$ cat config.mk
export PLATFORM = sky130hd
export DESIGN_NAME = seq_divider
export DESIGN_NICKNAME = d
export VERILOG_FILES = /design/src/rtl/seq_divider_pkg.sv /design/src/rtl/div_datapath.sv /design/src/rtl/seq_divider.sv
export SDC_FILE = /design/constraint.sdc
export NUM_CORES = 1
export LEC_CHECK = 0
export ABC_AREA = 1
export BUFFER_PORTS_ARGS = -buffer_cell sky130_fd_sc_hd__clkbuf_2
export CORE_ASPECT_RATIO = 0.5
export CORE_UTILIZATION = 55
export CTS_CLUSTER_DIAMETER = 120
export DETAILED_ROUTE_END_ITERATION = 8
export PLACE_DENSITY = 0.88
export RECOVER_POWER = 50
export SLEW_MARGIN = 20
export SYNTH_ARGS = -nofsm -noshare
export SYNTH_HDL_FRONTEND = slang
export SYNTH_SLANG_ARGS = --single-unit
$ cat constraint.sdc
create_clock -name Clk -period 2 [get_ports Clk]
set_input_delay 0.3 -clock Clk [delete_from_list [all_inputs] [get_ports Clk]]
set_output_delay 0.3 -clock Clk [all_outputs]
set_load 0.01 [all_outputs]
$ cat src/rtl/seq_divider_pkg.sv
// Shared types and constants for the sequential restoring divider.
// Optional signed operation is enabled with SEQ_DIVIDER_SIGNED_EN.
package seq_divider_pkg;

    typedef enum logic [2:0] {
        IDLE = 3'd0,
        LOAD = 3'd1,
        ITER = 3'd2,
        FIX  = 3'd3,
        DONE = 3'd4
    } state_e;

    localparam int DEFAULT_WIDTH = 8;

    function automatic int cnt_width(input int width);
        return $clog2(width);
    endfunction

endpackage

$ cat src/rtl/div_datapath.sv
// Restoring-division datapath: partial remainder A, quotient/dividend Q, divisor D.
// With SEQ_DIVIDER_SIGNED_EN, operands are reduced to magnitudes and results sign-fixed.
module div_datapath
    import seq_divider_pkg::*;
#(
    parameter int WIDTH = DEFAULT_WIDTH
) (
    input  logic             clk,
    input  logic             rst,
    input  logic             load_i,
    input  logic             iter_i,
    input  logic [WIDTH-1:0] dividend_i,
    input  logic [WIDTH-1:0] divisor_i,
    output logic [WIDTH-1:0] quo_o,
    output logic [WIDTH-1:0] rem_o
);

    // A always ends an iteration below D, so its top bit is only needed in the shifted trial.
    logic [WIDTH-1:0] a_q, a_d;
    logic [WIDTH-1:0] q_q, q_d;
    logic [WIDTH-1:0] d_q, d_d;
    logic [WIDTH:0]   shifted;
    logic [WIDTH:0]   trial;
    logic [WIDTH-1:0] dvd_mag;
    logic [WIDTH-1:0] dvs_mag;

`ifdef SEQ_DIVIDER_SIGNED_EN
    logic sn_q, sn_d;
    logic sd_q, sd_d;

    assign dvd_mag = dividend_i[WIDTH-1] ? -dividend_i : dividend_i;
    assign dvs_mag = divisor_i[WIDTH-1]  ? -divisor_i  : divisor_i;

    always_comb begin
        sn_d = sn_q;
        sd_d = sd_q;
        if (load_i) begin
            sn_d = dividend_i[WIDTH-1];
            sd_d = divisor_i[WIDTH-1];
        end
    end

    always_ff @(posedge clk or posedge rst) begin
        if (rst) begin
            sn_q <= 1'b0;
            sd_q <= 1'b0;
        end else begin
            sn_q <= sn_d;
            sd_q <= sd_d;
        end
    end

    // Quotient sign follows the sign mismatch; remainder takes the dividend sign.
    assign quo_o = (sn_q ^ sd_q) ? -q_q : q_q;
    assign rem_o = sn_q ? -a_q : a_q;
`else
    assign dvd_mag = dividend_i;
    assign dvs_mag = divisor_i;
    assign quo_o   = q_d;
    assign rem_o   = a_d;
`endif

    always_comb begin
        shifted = {a_q, q_q[WIDTH-1]};
        trial   = shifted - {1'b0, d_q};
        a_d     = a_q;
        q_d     = q_q;
        d_d     = d_q;
        if (load_i) begin
            a_d = '0;
            q_d = dvd_mag;
            d_d = dvs_mag;
        end else if (iter_i) begin
            if (!trial[WIDTH]) begin
                a_d = trial[WIDTH-1:0];
                q_d = {q_q[WIDTH-2:0], 1'b1};
            end else begin
                a_d = shifted[WIDTH-1:0];
                q_d = {q_q[WIDTH-2:0], 1'b0};
            end
        end
    end

    always_ff @(posedge clk or posedge rst) begin
        if (rst) begin
            a_q <= '0;
            q_q <= '0;
            d_q <= '0;
        end else begin
            a_q <= a_d;
            q_q <= q_d;
            d_q <= d_d;
        end
    end

endmodule

$ cat src/rtl/seq_divider.sv
// Sequential restoring divider top: Execute-hold FSM, iteration counter, result registers.
// Define SEQ_DIVIDER_SIGNED_EN for two's-complement operands (adds a FIX state).
module seq_divider
    import seq_divider_pkg::*;
#(
    parameter int WIDTH = DEFAULT_WIDTH
) (
    input  logic             Clk,
    input  logic             Reset,
    input  logic             Execute,
    input  logic [WIDTH-1:0] Dividend,
    input  logic [WIDTH-1:0] Divisor,
    output logic [WIDTH-1:0] Quotient,
    output logic [WIDTH-1:0] Remainder,
    output logic             Busy,
    output logic             Done,
    output logic             DivZero
);

    localparam int CW = cnt_width(WIDTH);
    localparam logic [CW-1:0] LAST = CW'(WIDTH - 1);

    state_e           state_q, state_d;
    logic [CW-1:0]    cnt_q, cnt_d;
    logic [WIDTH-1:0] quo_q, quo_d;
    logic [WIDTH-1:0] rem_q, rem_d;
    logic             busy_q, busy_d;
    logic             done_q, done_d;
    logic             dz_q, dz_d;
    logic [WIDTH-1:0] dp_quo;
    logic [WIDTH-1:0] dp_rem;

    div_datapath #(.WIDTH(WIDTH)) u_datapath (
        .clk        (Clk),
        .rst        (Reset),
        .load_i     (state_q == LOAD),
        .iter_i     (state_q == ITER),
        .dividend_i (Dividend),
        .divisor_i  (Divisor),
        .quo_o      (dp_quo),
        .rem_o      (dp_rem)
    );

    always_comb begin
        state_d = state_q;
        cnt_d   = cnt_q;
        quo_d   = quo_q;
        rem_d   = rem_q;
        dz_d    = dz_q;
        case (state_q)
            IDLE: if (Execute) state_d = LOAD;
            LOAD: begin
                state_d = ITER;
                cnt_d   = '0;
                dz_d    = (Divisor == '0);
            end
            ITER: begin
                cnt_d = cnt_q + CW'(1);
                if (cnt_q == LAST) begin
                    cnt_d = '0;
`ifdef SEQ_DIVIDER_SIGNED_EN
                    state_d = FIX;
`else
                    state_d = DONE;
`endif
                end
            end
            FIX:  state_d = DONE;
            DONE: if (!Execute) state_d = IDLE;
            default: state_d = IDLE;
        endcase
        // Results are captured only on the edge that enters DONE.
        if (state_d == DONE && state_q != DONE) begin
            quo_d = dp_quo;
            rem_d = dp_rem;
        end
        busy_d = (state_d == LOAD) || (state_d == ITER) || (state_d == FIX);
        done_d = (state_d == DONE);
    end

    always_ff @(posedge Clk or posedge Reset) begin
        if (Reset) begin
            state_q <= IDLE;
            cnt_q   <= '0;
            quo_q   <= '0;
            rem_q   <= '0;
            busy_q  <= 1'b0;
            done_q  <= 1'b0;
            dz_q    <= 1'b0;
        end else begin
            state_q <= state_d;
            cnt_q   <= cnt_d;
            quo_q   <= quo_d;
            rem_q   <= rem_d;
            busy_q  <= busy_d;
            done_q  <= done_d;
            dz_q    <= dz_d;
        end
    end

    assign Quotient  = quo_q;
    assign Remainder = rem_q;
    assign Busy      = busy_q;
    assign Done      = done_q;
    assign DivZero   = dz_q;

endmodule

Yosys cells after proc, flatten, opt, wreduce, memory -nomap -nowiden
Index checks and enable logic that the tools add are counted.
{"block": "op_classes", "n_eq_ne": 10, "order_cmp": 0, "n_reduce_logical": 6, "bitwise_logic": 0, "div_mod_pow": 0, "shifts": 0, "muxes": 12, "multipliers": 0, "n_addsub": 2}
{"operator": "$mux 8", "n": 5}
{"operator": "$pmux 3 s5", "n": 1}
{"operator": "$eq 3x2->1 const B", "n": 4}
{"operator": "$mux 3", "n": 4}
{"operator": "$eq 3x3->1 const B", "n": 3}
{"operator": "$sub 9x8->9", "n": 1}
{"operator": "$logic_not 8->1", "n": 1}
{"operator": "$eq 3x1->1 const B", "n": 2}
{"operator": "$pmux 3 s2", "n": 1}
{"operator": "$add 3x1->3 const B", "n": 1}
{"operator": "$logic_not 3->1", "n": 1}
{"operator": "$ne 3x3->1 const B", "n": 1}
{"operator": "$logic_or 1x1->1", "n": 2}
{"operator": "$reduce_bool 2->1", "n": 1}
{"operator": "$logic_and 1x1->1", "n": 1}
{"operator": "$mux 1", "n": 1}
{"block": "word_totals", "mem_bits_rw": 0, "memories": 0, "input_bits": 19, "output_inout_bits": 19, "romBits": 0, "register_bits": 49, "word_cells": 40, "latchBits": 0}

Depth between registers and ports, before layout
Gate-level depths: netlist of the first run.
{"block": "depth", "ltp_word": 6, "ltp_mapped": 15, "depth_no_buf": 15}

Modules after synthesis
Synthesis of the first run repeated with hierarchy kept, for this count alone.
{"block": "hier_totals", "cells_unflattened": 351, "hier_area_um2": 2753.9}
{"mod": "div_datapath", "seq_area_each_um2": 600.6, "cells_each": 225, "instances": 1, "area_each_um2": 1629.1}
{"mod": "seq_divider", "seq_area_each_um2": 625.6, "cells_each": 126, "instances": 1, "area_each_um2": 1124.8}

Least setup slack after synthesis of the first run
No wires, ideal clock.
{"block": "synth_timing", "kind": "reg-to-reg", "startpoint": "reg u_datapath.q_q[7]", "endpoint": "reg u_datapath.a_q[1]", "path_stages_with_launch": 14, "t_arrival_ps": 1708, "n_path_buf": 0, "setup_time_ps": 119, "slack_ps": 173, "path_cell_list": "dfrtp_1 inv_1 ha_1 inv_1 fa_1 nand2_1 nand2_1 nand3_2 nand2_1 nand2_1 nand2_2 nand2_1 nand3_1 and2_1"}
{"block": "synth_via", "elab_chain_len": 4}
{"element": "from (decl)", "line_no": "div_datapath.sv:20", "rtl": "logic [WIDTH-1:0] q_q, q_d;"}
{"element": "from (signal assigned)", "line_no": "div_datapath.sv:91", "rtl": "q_q <= q_d;"}
{"element": "$sub 9x8->9", "line_no": "div_datapath.sv:65", "rtl": "trial = shifted - {1'b0, d_q};"}
{"element": "$mux 8", "line_no": "div_datapath.sv:74", "rtl": "if (!trial[WIDTH]) begin"}
{"element": "$mux 8", "line_no": "div_datapath.sv:73", "rtl": "end else if (iter_i) begin"}
{"element": "$mux 8", "line_no": "div_datapath.sv:69", "rtl": "if (load_i) begin"}
{"element": "via dp_rem[1]", "line_no": "seq_divider.sv:31", "rtl": "logic [WIDTH-1:0] dp_rem;"}
{"element": "to (signal assigned)", "line_no": "div_datapath.sv:86", "rtl": "a_q <= '0;"}
{"element": "to (signal assigned)", "line_no": "div_datapath.sv:90", "rtl": "a_q <= a_d;"}
{"element": "to (decl)", "line_no": "div_datapath.sv:19", "rtl": "logic [WIDTH-1:0] a_q, a_d;"}
The timed path passes the listed nets, and every way through them passes these cells.
A chain may end at the register's enable or synchronous reset.

Worst setup path in the final report of the first run
{"block": "layout_timing", "startpoint": "reg u_datapath.q_q[7]", "endpoint": "reg u_datapath.a_q[2]"}
The elaborated chain is that of the path after synthesis.

==> key figures, run 1 <==
Timing
  – Clock skew: approximately 3.1 ps
  – Tmin final: around 2100 ps
  – Final WS setup: -76.3 ps
  – Final hold violations: 0
  – Slew Viols, Final: 0
  – RSZ-0062 raised after global routing: yes
  – Endpoints failing setup: 15
  – Rel. slew slack: approximately 27%
  – Slew of the pin with the lowest slew margin: between 1000 and 1500 ps
  – Worst hold margin: 178 ps
  – Post-route clock period utilization: 104%
  – FMAX: roughly 480 MHz

Setup path
  – CP max stage cell: dfrtp_1
  – CP Depth: 13
  – CP Buf/Inv Count: 2
  – Top cell family by delay on the critical path: simple AND/OR/NAND/NOR gates
  – R2R setup slack: -80 ps
  – CP startpoint kind: flip-flop
  – R2R cell count: 13
  – Critical path required time: between 2000 and 2500 ps
  – Critical Path Most Common Cell: nand2_4
  – CP peak stage delay: around 400 ps
  – Setup crit start: u_datapath.q_q[7]
  – WS Path Type: flip-flop to flip-flop
  – WP data arrival: between 2000 and 2500 ps
  – Worst setup EP type: flip-flop
  – Worst Setup EP: u_datapath.a_q[2]
  – Cell Chain, Critical Path: inv_2 > ha_4 > inv_4 > fa_2 > nand2_2 > nand2_4 > nand3_4 > nand2_4 > nand2_4 > nand2_8 > nand2_2 > nand3_2 > and2_4
  – RR Startpoint: u_datapath.q_q[7]
  – RR Endpoint: u_datapath.a_q[2]
  – CP max FO: 5

GRT
  – Gr ovfl total: 0
  – First-pass GRT wire length: approximately 10 mm
  – Antenna violations before repair: 0
  – Largest net degree at the start of global routing: 29
  – Vias in the first global route: approximately 2,200
  – Tot GR Track Use: approximately 26%

Floorplan
  – Die ar.: 4960 um2
  – # rows: 17
  – Top-Level Pins: 38
  – Placeable core area: ~4400 um2
  – Die W: approximately 99 um
  – Starting Density: between 50% and 60%
  – Chip height: between 50 and 60 um

Final layout
  – Fin nets: between 300 and 400
  – Antenna Diode Count: 0
  – Commonest non-fill, non-tap cell in the layout: nand2_1
  – FILL cells: around 310
  – Area grow syn2layout: 22.2%
  – Commonest cells after routing, fill and taps aside: nand2_1 (92), dfrtp_1 (49), clkbuf_2 (36)
  – Layout cells sized above 1: between 20 and 30%
  – Design area: around 3100 um2

Route
  – Vias post-DR: roughly 2,300
  – DR iter-0 viols: around 230
  – Vias per cell: between 5 and 6
  – Drt first pass iters: 5
  – Residual DRC count: 0
  – WL/cell: 16.2 um
  – ANT nets after route: 0
  – Overall routed net length: around 6.7 mm

Logic synthesis
  – Synth unique cells: 36
  – Mapped cell area: around 2600 um2
  – Yosys Warn Count: 0
  – Register area share after synthesis: about 48%
  – Syn nets: between 300 and 400
  – Synth Register Bits: 49
  – Syn Inst Count: approximately 310
  – Avg Synthesized Cell Area: slightly above 8 um2

Run status
  – Failing checks: negative setup slack
  – Outcome: complete, but fails checks

Clock network
  – H-tree Lvls: 2
  – CTS clk-pin slew, worst paths: ~100 ps
  – Clk Latency, worst-skew pair: 310 ps
  – Clock tree buffer depth: 2
  – Total clock buffers created by CTS: 5
  – CTS root buffer: clkbuf_8
  – TritonCTS clock tree: yes
  – Sink Count: 49

Place
  – DP HPWL: ~4.1 mm
  – GP Congestion: 0.872
  – Placed cell area: 2810 um2
  – Port bufs: 37

Job
  – Max Cap Viol: 0

Hold path
  – HP Class: primary input to flip-flop
-- cell type report --
| class | instances | area, um2 | share of cell area, % |
|---|---|---|---|
| well taps | 57 | 71.3 | 2.27 |
| clock buffers | 6 | 82.6 | 2.63 |
| repair buffers | 44 | 229 | 7.30 |
| clock inverters | 2 | 17.5 | 0.558 |
| multi-input cells | 218 | 1360 | 43.4 |
| inverters | 38 | 150 | 4.78 |
| flip-flops and latches | 49 | 1230 | 39.1 |
-- sequential cells by signal (all words and copies together), names as in the netlist --
register        flops
u_datapath.d_q      8
state_q             3
Quotient            8
Remainder           8
u_datapath.q_q      8
Done                1
DivZero             1
u_datapath.a_q      8
cnt_q               3
Busy                1
-- stage by stage --
stage / util [%] / setup slack, ps / std cells / TNS, ps
after detailed placement: 63.3 / -86.8 / 403 / -780
after global routing: 70.6 / -202 / 414 / -2070
after global placement: 63.3 / 58.8 / 403 / 0
final: 70.6 / -76.3 / 414 / -599
after floorplan: - / 173 / 311 / 0
after CTS: 66.0 / 10.5 / 411 / 0
-- what timing repair did --
| item | CTS | global route |
|---|---|---|
| gates cloned | 0 | 1 |
| gates resized for setup | 7 | 46 |
| buffers inserted | 0 | 2 |
| hold buffers | 0 | 0 |
| pin swaps | 1 | 18 |
| setup endpoints to repair | 16 | 18 |
-- cells by family (layout without fill, tap and decap cells) --
family                   count (synthesis)  in the layout  share of synthesized area [%]
AND/OR/NAND/NOR                        172            173                           30.1
flip-flops                              49             49                           47.8
XOR/XNOR                                 3              3                           1.02
AO/OA/AOI/OAI                           31             31                           7.80
adder cells (fa/ha/maj)                 11             11                           5.65
buffers and inverters                   45             90                           7.65
-- worst register-to-register path, stage by stage (launching register included) --
cell	delay (ps)
dfrtp_1	400
inv_2	90
ha_4	140
inv_4	40
fa_2	400
nand2_2	100
nand2_4	70
nand3_4	110
nand2_4	80
nand2_4	130
nand2_8	90
nand2_2	100
nand3_2	80
and2_4	160
-- worst min path at each step --
stage                     from         end  slack (ps)  cells past startpoint
finish              Divisor[0]     DivZero         180                      2
global route        Divisor[0]     DivZero         190                      2
detailed placement       Reset  state_q[0]         380                      2
global placement         Reset  state_q[0]         380                      2
CTS                      Reset  state_q[0]          50                      2
floorplan           Divisor[0]     DivZero         380                      1
-- synth_stat cells, drive strengths merged --
cell / n / area share, %
dfrtp: 49 / 48
nand3b: 1 / 0.29
nand2: 114 / 18
a21boi: 1 / 0.29
o21ai: 9 / 1.9
nand3: 30 / 6.7
or2: 4 / 0.97
xor2: 2 / 0.68
nor4: 1 / 0.24
inv: 38 / 5.8
o22ai: 6 / 1.7
o311ai: 2 / 0.68
nor3: 2 / 0.83
fa: 1 / 0.78
nor2: 17 / 2.8
xnor2: 1 / 0.34
clkbuf: 1 / 0.15
ha: 10 / 4.9
and2: 3 / 0.73
o211ai: 1 / 0.29
a21oi: 6 / 1.2
o21a: 6 / 1.8
buf: 6 / 1.8
-- metal layers --
metal | share of wire [%] | wire [um] | track usage [%]
met5 | 0 | 0 | 0
met4 | 3.7 | 251 | 9.95
met2 | 48 | 3220 | 45.0
met1 | 41 | 2750 | 32.7
met3 | 7.2 | 481 | 5.15
Power of run 1 is not shown: default switching activity piles up to over one toggle a cycle in this logic, so the estimate is an artifact.
==> run 2: changes to the inputs <==
- CELL_PAD_IN_SITES_DETAIL_PLACEMENT: not set -> 0
- CELL_PAD_IN_SITES_GLOBAL_PLACEMENT: not set -> 2
- CORE_UTILIZATION: 55 -> 33
- PLACE_DENSITY: 0.88 -> 0.89
==> key figures, run 2 (same netlist as run 1, synthesis figures left out) <==
Run status
  – Outcome: complete, but fails checks
  – Failing checks: negative setup slack

Place
  – Port bufs: 37 (unchanged)
  – GP Congestion: 0.838 (-4.0%)
  – DP HPWL: 4.18 mm (+1.5%)
  – Placed cell area: 2870 um2 (+2.0%)
  – Post-place setup slack: -61.7 ps (+25.1 ps)

Route
  – Overall routed net length: 5.98 mm (-11%)
  – Residual DRC count: 0 (unchanged)
  – ANT nets after route: 0 (unchanged)
  – DR iter-0 viols: 102 (-55%)
  – Vias post-DR: 2,109 (-9.5%)
  – WL/cell: 13.2 um (-19%)
  – Vias per cell: 4.65 (-17%)
  – Drt first pass iters: 4 (-1)

Floorplan
  – Die W: 127 um (+29%)
  – Starting Density: 34.5% (-23 points)
  – # rows: 22 (+5)
  – Placeable core area: 7430 um2 (+67%)
  – Top-Level Pins: 38 (unchanged)
  – Chip height: 64.4 um (+28%)
  – Die ar.: 8160 um2 (+64%)

Hold path
  – HP Class: primary input to flip-flop

GRT
  – Vias in the first global route: 2,121 (-2.3%)
  – Largest net degree at the start of global routing: 23 (-21%)
  – First-pass GRT wire length: 10.1 mm (+2.8%)
  – Antenna violations before repair: 0 (unchanged)
  – Tot GR Track Use: 15.8% (-10 points)
  – Gr ovfl total: 0 (unchanged)

Final layout
  – Commonest cells after routing, fill and taps aside: nand2_1 (88), dfrtp_1 (49), inv_1 (33)
  – Layout cells sized above 1: 27.4% (-2.3 points)
  – FILL cells: 752 (+140%)
  – Antenna Diode Count: 0 (unchanged)
  – Area grow syn2layout: 28.1%
  – Design area: 3290 um2 (+4.8%)
  – Fin nets: 388 (+0.52%)
  – Commonest non-fill, non-tap cell in the layout: nand2_1

Setup path
  – Worst Setup EP: u_datapath.a_q[0]
  – WP data arrival: 2180 ps (-110 ps)
  – CP max FO: 8 (+3)
  – CP startpoint kind: flip-flop
  – RR Startpoint: u_datapath.q_q[7]
  – R2R cell count: 13 (unchanged)
  – Critical path required time: 2180 ps (-30 ps)
  – R2R setup slack: -1 ps (+70 ps)
  – RR Endpoint: u_datapath.a_q[0]
  – WS Path Type: flip-flop to flip-flop
  – Worst setup EP type: flip-flop
  – Setup crit start: u_datapath.q_q[7]

Timing
  – Rel. slew slack: 54.2% (+27 points)
  – Slew of the pin with the lowest slew margin: 686 ps (-405 ps)
  – Endpoints failing setup: 1 (-14)
  – RSZ-0062 raised after global routing: yes
  – Clock skew: 5.02 ps (+1.96 ps)
  – Tmin final: 2000 ps (-75.0 ps)
  – Final hold violations: 0 (unchanged)
  – Post-route clock period utilization: 100% (-3.7 points)
  – Final WS setup: -1.31 ps (+75.0 ps)
  – Slew Viols, Final: 0 (unchanged)
  – Setup TNS: -1.31 ps (+598 ps)
  – FMAX: 500 MHz (+3.7%)

Clock network
  – Sink Count: 49 (unchanged)
  – Clk Latency, worst-skew pair: 280 ps (-30 ps)
  – Total clock buffers created by CTS: 5 (unchanged)
  – CTS root buffer: clkbuf_16
  – Clock tree buffer depth: 2 (unchanged)
  – TritonCTS clock tree: yes
  – H-tree Lvls: 2 (unchanged)
  – CTS clk-pin slew, worst paths: 70 ps (-30 ps)

Job
  – Max Cap Viol: 0 (unchanged)
run 2: changes by cell type in the layout (fill, tap and decap cells not counted), moves of 2 or more:
| cell | change |
|---|---|
| buf_4 | +2 |
| clkbuf_1 | +16 |
| clkbuf_16 | +5 |
| clkbuf_2 | -17 |
| clkbuf_8 | -6 |
| ha_1 | -2 |
| nand2_1 | -4 |
| nand2_2 | +4 |
| nand3_1 | -3 |
| nand3_2 | +3 |
run 2: layout make-up:
| cell class | instances | area (um2) | area share, % |
|---|---|---|---|
| clock inverters | 2 | 38.8 | 1.18 |
| well taps | 96 | 120 | 3.65 |
| inverters | 38 | 148 | 4.49 |
| repair buffers | 46 | 229 | 6.96 |
| flip-flops and latches | 49 | 1230 | 37.3 |
| multi-input cells | 218 | 1400 | 42.6 |
| clock buffers | 5 | 125 | 3.81 |
run 2: layer usage:
metal	wire length [um]	vias to the layer above	global-route usage, %
met1	3090	996	23.1
met4	27	0	3.13
met3	159	2	3.18
met2	2700	25	24.2
met5	0	-	0
li1	-	1086	-
run 2: worst max-delay path: stages (launching register included):
cell and delay, ps:
dfrtp_1 420, inv_2 100, ha_4 130, inv_2 40
fa_2 390, nand2_2 80, nand2_4 60, nand3_4 100
nand2_4 80, nand2_4 100, nand2_8 90, nand2_4 70
nand3_2 90, and2_4 150
run 2: per-stage QoR:
stage / cells / utilization [%] / hold slack (ps)
final: 454 / 44.2 / 224
after CTS: 451 / 41.1 / 223
after floorplan: 311 / - / 380
after global placement: 443 / 38.6 / 294
after global routing: 454 / 44.2 / 223
after detailed placement: 443 / 38.6 / 298
run 2: how the worst min path moves through the flow:
| stage | depth (start not counted) | startpoint | to |
|---|---|---|---|
| after CTS | 2 | Divisor[0] | DivZero |
| after detailed placement | 2 | Reset | Quotient[3] |
| after floorplan | 1 | Divisor[0] | DivZero |
| final | 2 | Divisor[0] | DivZero |
| after global placement | 2 | Reset | Quotient[3] |
| after global routing | 2 | Divisor[0] | DivZero |
run 2: repair_timing:
item                                   CTS  global route
setup buffers                            0             2
endpoints found under the hold margin   12             0
setup endpoints to repair               16            18
cloned                                   0             1
hold buffers                             1             0
resized for setup                        3            57
pin swaps                                0            16
Power of run 2 is left out for the same reason.
